`config.mk`:
```
export PLATFORM = sky130hd
export DESIGN_NAME = hazard_ctrl
export DESIGN_NICKNAME = d
export VERILOG_FILES = /design/src/rtl/hazard_ctrl.sv
export SDC_FILE = /design/constraint.sdc
export NUM_CORES = 1
export LEC_CHECK = 0
export CELL_PAD_IN_SITES_DETAIL_PLACEMENT = 2
export CELL_PAD_IN_SITES_GLOBAL_PLACEMENT = 2
export CORE_MARGIN = 3
export CORE_UTILIZATION = 34
export DETAILED_ROUTE_END_ITERATION = 8
export DONT_BUFFER_PORTS = 1
export PLACE_DENSITY_LB_ADDON = 0.1
export SETUP_SLACK_MARGIN = 0.1
export SLEW_MARGIN = 20
export SYNTH_ARGS = -nofsm -noshare
export SYNTH_HDL_FRONTEND = slang
export SYNTH_SLANG_ARGS = --single-unit
```
`constraint.sdc`:
```
create_clock -name clk -period 1.7 [get_ports clk]
set_input_delay 0.34 -clock clk [delete_from_list [all_inputs] [get_ports clk]]
set_output_delay 0.34 -clock clk [all_outputs]
set_load 0.01 [all_outputs]
```
`src/rtl/hazard_ctrl.sv`:
```
// Pipeline hazard controller: load-use bubble, taken-branch flush and data-memory freeze,
// with saturating stall/flush counters and a sticky memory-wait timeout flag.
module hazard_ctrl #(
   parameter int TIMEOUT = 256,
   parameter int CNT_W   = 16
) (
   input  logic             clk,
   input  logic             rst_n,
   input  logic             MemRead_ex,
   input  logic [4:0]       rdAddr_ex,
   input  logic [4:0]       rs1Addr_id,
   input  logic [4:0]       rs2Addr_id,
   input  logic             rs1Used_id,
   input  logic             rs2Used_id,
   input  logic             BranchTaken_ex,
   input  logic             dmem_req_mem,
   input  logic             dmem_ready,
   input  logic             cnt_clr,
   output logic             PCWrite,
   output logic             IFIDWrite,
   output logic             IDEXWrite,
   output logic             EXMEMWrite,
   output logic             IFIDFlush,
   output logic             IDEXFlush,
   output logic             MEMWBFlush,
   output logic             mem_timeout,
   output logic [CNT_W-1:0] stall_cnt,
   output logic [CNT_W-1:0] flush_cnt
);

   localparam int WAIT_W = $clog2(TIMEOUT);
   localparam logic [WAIT_W-1:0] WAIT_LAST = WAIT_W'(TIMEOUT - 1);

   typedef enum logic [1:0] {
      RUN        = 2'd0,
      LOAD_STALL = 2'd1,
      MEM_WAIT   = 2'd2
   } state_e;

   state_e             state_q, state_d;
   logic [WAIT_W-1:0]  waitCnt_q, waitCnt_d;
   logic               timeout_q, timeout_d;
   logic [CNT_W-1:0]   stallCnt_q, stallCnt_d;
   logic [CNT_W-1:0]   flushCnt_q, flushCnt_d;

   logic memHold;
   logic loadUse;
   logic branchActed;

   assign memHold = dmem_req_mem && !dmem_ready;
   assign loadUse = MemRead_ex && (rdAddr_ex != 5'd0) &&
                    ((rs1Used_id && (rs1Addr_id == rdAddr_ex)) ||
                     (rs2Used_id && (rs2Addr_id == rdAddr_ex)));
   assign branchActed = rst_n && BranchTaken_ex && !memHold;

   // While reset is held the outputs stay at the free-running defaults.
   always_comb begin
      PCWrite    = 1'b1;
      IFIDWrite  = 1'b1;
      IDEXWrite  = 1'b1;
      EXMEMWrite = 1'b1;
      IFIDFlush  = 1'b0;
      IDEXFlush  = 1'b0;
      MEMWBFlush = 1'b0;
      state_d    = RUN;
      if (rst_n) begin
         if (memHold) begin
            PCWrite    = 1'b0;
            IFIDWrite  = 1'b0;
            IDEXWrite  = 1'b0;
            EXMEMWrite = 1'b0;
            MEMWBFlush = 1'b1;
            state_d    = MEM_WAIT;
         end else if (BranchTaken_ex) begin
            IFIDFlush = 1'b1;
            IDEXFlush = 1'b1;
         end else if (loadUse && (state_q != LOAD_STALL)) begin
            PCWrite   = 1'b0;
            IFIDWrite = 1'b0;
            IDEXFlush = 1'b1;
            state_d   = LOAD_STALL;
         end
      end
   end

   // The entry cycle counts as the first hold cycle, so TIMEOUT hold cycles raise the flag.
   always_comb begin
      waitCnt_d = '0;
      timeout_d = timeout_q;
      if (memHold) begin
         if (state_q != MEM_WAIT) begin
            waitCnt_d = WAIT_W'(1);
         end else if (waitCnt_q == WAIT_LAST) begin
            waitCnt_d = waitCnt_q;
            timeout_d = 1'b1;
         end else begin
            waitCnt_d = waitCnt_q + WAIT_W'(1);
         end
      end
   end

   always_comb begin
      stallCnt_d = stallCnt_q;
      flushCnt_d = flushCnt_q;
      if (cnt_clr) begin
         stallCnt_d = '0;
         flushCnt_d = '0;
      end else begin
         if (!PCWrite && (stallCnt_q != '1)) stallCnt_d = stallCnt_q + CNT_W'(1);
         if (branchActed && (flushCnt_q != '1)) flushCnt_d = flushCnt_q + CNT_W'(1);
      end
   end

   always_ff @(posedge clk or negedge rst_n) begin
      if (!rst_n) begin
         state_q    <= RUN;
         waitCnt_q  <= '0;
         timeout_q  <= 1'b0;
         stallCnt_q <= '0;
         flushCnt_q <= '0;
      end else begin
         state_q    <= state_d;
         waitCnt_q  <= waitCnt_d;
         timeout_q  <= timeout_d;
         stallCnt_q <= stallCnt_d;
         flushCnt_q <= flushCnt_d;
      end
   end

   assign mem_timeout = timeout_q;
   assign stall_cnt   = stallCnt_q;
   assign flush_cnt   = flushCnt_q;

endmodule

```
==> results of run 1 <==
==> layout make-up <==
cell class / count / area (µm²)
Multi-Input combinational cell: 191 / 1700
Clock buffer: 6 / 82.6
Clock inverter: 2 / 35.0
Fill cell: 636 / 2830
Tap cell: 93 / 116
Inverter: 4 / 15.0
Sequential cell: 43 / 1080
Timing Repair Buffer: 81 / 709
==> timing repair <==
| action | 4_1_cts | 5_1_grt |
|---|---|---|
| pin swaps | 40 | 28 |
| endpoints found under the setup margin | 38 | 41 |
| hold buffers | 2 | 0 |
| cloned | 1 | 0 |
| setup buffers | 21 | 9 |
| hold endpoints to repair | 43 | 0 |
| resized for setup | 47 | 30 |
==> registers in the layout, summed over array words and instances (netlist names) <==
name and count:
flush_cnt 16, mem_timeout 1, stall_cnt 16, state_q 2
waitCnt_q 8
==> worst paths after layout <==
check                             startpoint            end  cells past startpoint
worst min register to register   mem_timeout    mem_timeout                      1
worst min-delay path                 cnt_clr   stall_cnt[1]                      1
max in group asynchronous              rst_n  stall_cnt[12]                      2
min in group asynchronous              rst_n   flush_cnt[0]                      2
worst max-delay path            stall_cnt[1]  stall_cnt[14]                     10
worst max register to register  stall_cnt[1]  stall_cnt[14]                     10
==> power by group <==
group,internal (mW),switching [mW]
sequential,1.03,0.00694
clock,0.477,0.430
combinational,0.101,0.115
==> per-stage QoR <==
stage | worst slack (ns) | util, % | cell area, µm²
after floorplan | -0.0991 | - | 2520
after global placement | -0.197 | 44.8 | 2940
after detailed placement | -0.299 | 44.8 | 2940
after CTS | -0.0433 | 53.6 | 3520
after global routing | -0.222 | 56.9 | 3740
final | -0.124 | 56.9 | 3740
==> worst register-to-register path: stages (launching register included) <==
cell     delay [ns]
dfrtp_1        0.43
ha_4           0.17
nand3_4        0.09
nor2_4         0.12
nand2_2        0.09
nor3_4         0.19
buf_6          0.14
buf_12         0.15
nor4_4         0.05
xnor2_1        0.19
nor2_1         0.09
==> layout by cell type, fill, tap and decap left out, types with 3 or more instances in the layout <==
cell type / Yosys / routed
nand3_2: 0 / 8
buf_6: 2 / 9
xor2_1: 12 / 8
nand4_1: 10 / 10
xor2_2: 0 / 4
dfrtp_1: 43 / 41
nand2_1: 16 / 9
nand3_1: 21 / 9
nand3_4: 0 / 4
nand2_2: 0 / 4
clkbuf_8: 0 / 6
nand2_4: 0 / 3
a21oi_2: 0 / 3
xnor2_1: 30 / 21
buf_4: 3 / 67
xnor2_2: 0 / 9
nor3_2: 6 / 5
nor3_4: 1 / 7
nor2_1: 43 / 41
and3_4: 0 / 3
==> layer usage <==
metal / track usage (%) / wire length [µm] / part of all wire (%)
met4: 7.58 / 356 / 3.3
met3: 5.38 / 554 / 5.2
met1: 28.0 / 4080 / 38
met5: 0 / 0 / 0
met2: 44.2 / 5680 / 53
==> logic make-up (layout without fill, tap and decap cells) <==
logic type                 Yosys count  after routing
adders and majority gates            3              3
muxes                                2              2
buffers and inverters               12             93
xor gates and xnor gates            42             42
DFF                                 43             43
and+or+nand+nor                    127            127
AOI/OAI and AO/OA                   17             17
==> results.toml, run 1 <==
[floorplanning]
fp-row-count = 29
start_util_pct = 36.3
die_x_um = 89.7
die_y_um = 89.7
io_pins = 64
fp.dieArea_mm2 = 0.00804
fp.coreArea_mm2 = 0.00657

[timing]
rsz0062_at_grt = "yes"
layout_min_cycle_time_ns = 1.82
finalWorstSetupSlack_ns = -0.124
fin_tns_setup_ns = -1.67
hold_viol = 0
fin_crit_sh_pct = 107
setup_viol = 28
relSlewSlack_pct = 71.1
tightest_slew_ns = 0.433
fin_hold_ws_ns = 0.0703
max_freq_ghz = 0.548
maxSlewViolCount = 0
clock_skew_ns = 0.00869

[final_layout]
synthToLayoutAreaGrowth_pct = 57.0
drive_above_1_share_pct = 51.7
diodes = 0
final_nets = 353
fin_cells = 420

[setup_path]
startpoint_type = "flip-flop"
cp_data_arrival_time_ns = 2.02
crit_path_top_delay_cell = "dfrtp_1"
path_max_fanout = 8
cp-end-kind = "flip-flop"
cp.required_ns = 1.89
cp_cell_sequence = "ha_4, nand3_4, nor2_4, nand2_2, nor3_4, buf_6, buf_12, nor4_4, xnor2_1, nor2_1"
critPathKind = "reg -> reg"
r2r_slack_ns = -0.12
cpPeakStageDelay_ns = 0.43
crit_buf_inv = 2
cp_top_family = "simple AND/OR/NAND/NOR gates"

[place]
gp_congestion = 0.743
dp_hpwl_um = 5150
placedCellCount = 379
io_buffers = 0

[drt]
routed_wirelength_um = 10700
post-route-drc-count = 0
drt_iter0_markers = 92
vias = 2320
firstDrtPassIters = 4
routedWlPerCell_um = 25.4
vias_per_cell = 5.52
drtAntennaViolNets = 0

[synthesis]
synth_fa_ha_area_share_pct = 1.58
synth_xor_area_share_pct = 15.4
synth_edf_count = 0
synthTopCellsByCount = "dfrtp_1 (43), nor2_1 (43), xnor2_1 (30)"
synth_warnings = 0
netlist_instances = 246
synth-async-reset-ratio_pct = 100
syn_avg_cell_area_um2 = 9.68
ys_seq_elements = 43
synth_top_family_by_area = "simple AND/OR/NAND/NOR gates"
yosysTopAreaCellShare_pct = 45.2
ys_seq_area_share_pct = 45.2
synth-compound-area-share_pct = 5.57
synth.distinct_cells = 36
synth_nets = 273
yosys_most_used_dff = "dfrtp_1"
yosys.area_share.simple_pct = 28.1
ys_top_cells_by_area = "dfrtp_1 (45%), xnor2_1 (11%), nor2_1 (6.8%)"
synth_top_area_cell = "dfrtp_1"
synthMuxAreaShare_pct = 0.841
synthesis.area_mm2 = 0.00238

[clocking]
cts.path.max_buffers = 2
cts.sinks = 43
numCtsBuffers = 5
clk_latency_ns = 0.32
ctsHtreeMaxLevel = 2
clk_pin_slew_ns = 0.09
clockRootBuffer = "clkbuf_8"
cts_tree = "built"

[power]
power_mw = 2.16
power.density_mw_per_mm2 = 577
irDropWorstVdd_v = 0.000324
p_leak_nw = 1.56

[global_routing]
grt_pass1_wl_um = 14400
grt_antenna_before_repair = 0
grt_overflow_total = 0
grt_use_total_pct = 24.2
grt_max_degree = 44
grt_pass1_vias = 2596

[run_status]
violations = "setup timing"
status = "finished, violations left"

[hold_path]
hold_path_class = "in -> reg"

[flow_run]
drv_cap = 0
Power figures use the tool's default switching activity.
==> inputs of run 2 (changes only) <==
- SKIP_LAST_GASP: not set -> 1
==> results.toml, run 2 (synthesis gave the netlist of run 1 again) <==
[drt]
dr_wl_met3_um = 541
firstDrtPassIters = 4
drtAntennaViolNets = 0
wl_met2_um = 5680
wl_met1_um = 4120
routed_wirelength_um = 10600
post-route-drc-count = 0
vias_per_cell = 5.33
vias = 2262
routedWlPerCell_um = 25.1
drt_iter0_markers = 60
top_layer = "met4"

[floorplanning]
fp-row-count = 29
fp.coreArea_mm2 = 0.00657
io_pins = 64
die_x_um = 89.7
fp.dieArea_mm2 = 0.00804
start_util_pct = 36.3
die_y_um = 89.7

[timing]
maxSlewViolCount = 0
tightest_slew_ns = 0.433
fin_crit_sh_pct = 114
finalWorstSetupSlack_ns = -0.239
hold_viol = 0
relSlewSlack_pct = 70.9
max_freq_ghz = 0.516
layout_min_cycle_time_ns = 1.94
setup_viol = 24
rsz0062_at_grt = "yes"
clock_skew_ns = 0.00653

[setup_path]
cp-end-kind = "flip-flop"
crit_buf_inv = 2
cpPeakStageDelay_ns = 0.41
crit_path_top_delay_cell = "dfrtp_1"
path_max_fanout = 8
cp_top_family = "simple AND/OR/NAND/NOR gates"
cp.required_ns = 1.89
cp_data_arrival_time_ns = 2.13
startpoint_type = "flip-flop"
critPathKind = "reg -> reg"
cp_cell_sequence = "ha_4, nand3_4, nor2_4, nand2_2, nor3_4, buf_6, buf_12, nor4_4, xnor2_1, nor2_1"

[run_status]
violations = "setup timing"
status = "finished, violations left"

[final_layout]
final_cell_mix = "buf_4 (71), dfrtp_1 (41), nor2_1 (38)"
final_nets = 357
final_area_mm2 = 0.00376
diodes = 0
fin_util_pct = 57.3
final_common_cell = "buf_4"
multi_input_area_mm2 = 0.00169
fin_cells = 424
seqCellArea_mm2 = 0.00108
drive_above_1_share_pct = 51.1
synthToLayoutAreaGrowth_pct = 58.0
fillers = 626

[power]
p_switching_mw = 0.521
irDropWorstVdd_v = 0.000303
power.density_mw_per_mm2 = 565
power_frac_seq_pct = 48.8
intPower_mw = 1.60
clockPowerShare_pct = 41.4
swShare_pct = 24.5
p_leak_nw = 1.57
combPwrFrac_pct = 9.8

[clocking]
cts_tree = "built"
numCtsBuffers = 5
ctsHtreeMaxLevel = 2
cts.path.max_buffers = 2
clk_pin_slew_ns = 0.09
cts.sinks = 43
clockRootBuffer = "clkbuf_8"
clk_latency_ns = 0.31

[place]
io_buffers = 0
placed_cell_area_mm2 = 0.00294
dp_hpwl_um = 5150
placedCellCount = 379
gp_congestion = 0.743

[hold_path]
hold_path_class = "in -> reg"

[global_routing]
grt_use_total_pct = 24.0
grt_overflow_total = 0
grt_antenna_before_repair = 0
grt_max_degree = 44
grt_pass1_vias = 2611
grt_pass1_wl_um = 14100

[flow_run]
drv_cap = 0
run 2: cell count changes in the layout (fill, tap and decap cells not counted), sizes merged:
cell  before  now
buf       80   84
run 2: final cells by class:
cell class	count	area share (%)
multi-input combinational	191	45.0
clock buffer	6	2.20
inverter	4	0.399
timing repair buffer	85	19.7
tap	93	3.09
sequential	43	28.7
clock inverter	2	0.931
run 2: repair_timing:
item                       in CTS  in global routing
setup buffers                  21                 13
gates cloned                    1                  0
setup endpoints to repair      38                 41
hold endpoints to repair       43                  0
pin swaps                      35                 34
hold buffers                    2                  0
gates resized for setup        45                 27
run 2: metal layers:
| layer | up-vias | GRT usage [%] |
|---|---|---|
| met5 | - | 0 |
| met2 | 75 | 45.3 |
| met4 | 0 | 7.85 |
| met1 | 1156 | 26.2 |
| li1 | 1010 | - |
| met3 | 21 | 5.29 |
run 2: power by group through the flow:
stage	registers, mW	logic (mW)	clock network [mW]
floorplan	1.06	0.0912	0
global placement	1.05	0.120	0
detailed placement	1.06	0.124	0
CTS	1.04	0.184	0.881
global route	1.04	0.223	0.924
finish	1.04	0.208	0.879
run 2: path summary, 6_finish.rpt:
kind / from / endpoint / slack, ns / depth (start not counted)
max: stall_cnt[1] / stall_cnt[6] / -0.24 / 10
min: cnt_clr / flush_cnt[12] / 0.08 / 1
max reg2reg: stall_cnt[1] / stall_cnt[6] / -0.24 / 10
min reg2reg: mem_timeout / mem_timeout / 0.59 / 1
max in group asynchronous: rst_n / flush_cnt[7] / 0.90 / 2
min in group asynchronous: rst_n / flush_cnt[2] / 0.57 / 2
run 2: metrics by stage:
step / hold WS [ns] / power, mW / setup slack, ns / TNS (ns)
3_3_place_gp: 0.0458 / 1.17 / -0.197 / -1.42
6_report: 0.0832 / 2.12 / -0.239 / -2.68
3_5_place_dp: 0.0458 / 1.18 / -0.299 / -3.49
5_1_grt: 0.0711 / 2.18 / -0.364 / -5.46
2_1_floorplan: 0.0444 / 1.15 / -0.0991 / -1.07
4_1_cts: 0.0756 / 2.10 / -0.0433 / -0.185
==> variant: new RTL, flow settings as in run 1 <==
`TIMEOUT`: 256 -> 128.
--- a/src/rtl/hazard_ctrl.sv
+++ b/src/rtl/hazard_ctrl.sv
@@ -2,5 +2,5 @@
 // with saturating stall/flush counters and a sticky memory-wait timeout flag.
 module hazard_ctrl #(
-   parameter int TIMEOUT = 256,
+   parameter int TIMEOUT = 128,
    parameter int CNT_W   = 16
 ) (
Formal check against the unedited RTL: same outputs for any inputs over 10 cycles, from zero or initial values and one cycle with rst_n low; that may be too few to reach the edited logic, so the function may still have changed.
==> variant against run 1 <==
  * The run still ends with setup timing left
  * Via count decreased by 0.91%
  * First-iteration DRC count fell by 24%
  * Synthesized area decreased by 3.7%
  * Critical endpoint is now stall_cnt[15]
  * Final area down 6.0%
  * Combinational power down 15%
  * Clock power down 8.2%
  * Sequential share of layout area rose by 1.2 points
  * Wire length down 9.5%
  * Clock skew decreased by 0.0010 ns
  * Synthesized cell count stayed put
  * Worst setup slack lost 0.18 ns
  * Sequential cell count shrank 1
  * Power down 6.0%
==> variant: results (changes against run 1) <==
metric	value	unit	change
CTS resizes	21		-55%
Leakage	0.00148	uW	-5.1%
largest cells by area after synthesis	dfrtp_1 (46%), xnor2_1 (5.7%), xor2_1 (5.3%)		
failing checks	setup timing		
setup TNS	-4.02	ns	-2.36 ns
final worst setup slack	-0.300	ns	-0.176 ns
outcome	complete, but fails checks		
final setup fails	29		+3.6%
final cell count without fillers	405		-3.6%
Sw Pwr	501	uW	-9.2%
CTS Sinks	42		-2.3%
clock-cell share of area	3.13	%	-0.014 points
multi-input combinational area share	43.0	%	-2.5 points
Non-clock buffering overhead	20.6	%	+1.6 points
initial DRC count	70		-24%
GRT Total Usage	21.0	%	-3.2 points
xor and xnor area share after synthesis	11.1	%	-4.4 points
IR drop worst, VDD	556	uV	+72%
Met1 Wirelength	4.08	mm	about the same
Wirelength per Cell	23.8	um	-6.1%
PwrDens	577	nW/um^2	about the same
Seq area share	30.0	%	+1.2 points
synthesized-area fraction occupied by adder cells	1.64	%	+0.060 points
met2 WL	4.99	mm	-12%
Mapped Area	2290	sq um	-3.7%
placed inst area	2870	sq um	-2.5%
Vias	2299		-0.91%
Unique masters post-synth	40		+11%
Arr. time, crit path	2.22	ns	+0.20 ns
variant: cell count changes after synthesis, sizes merged, moves of 3 or more:
cell / delta
and3: -3
o31ai: +6
a21oi: +16
nor3: -6
nand3: -7
xnor2: -15
or4: +7
nand2: +8
nor2: -15
or3: +7
variant: worst paths after layout:
check / from / end / slack (ns) / cells past startpoint
max: stall_cnt[9] / stall_cnt[15] / -0.30 / 8
min: cnt_clr / flush_cnt[14] / 0.09 / 1
max reg2reg: stall_cnt[9] / stall_cnt[15] / -0.30 / 8
min reg2reg: mem_timeout / mem_timeout / 0.57 / 1
max in group asynchronous: rst_n / flush_cnt[11] / 0.90 / 2
min in group asynchronous: rst_n / waitCnt_q[0] / 0.59 / 2
variant: layer usage:
metal | vias up | track usage [%]
met2 | 73 | 37.8
li1 | 1039 | -
met1 | 1174 | 25.4
met3 | 13 | 4.80
met4 | 0 | 5.08
met5 | - | 0
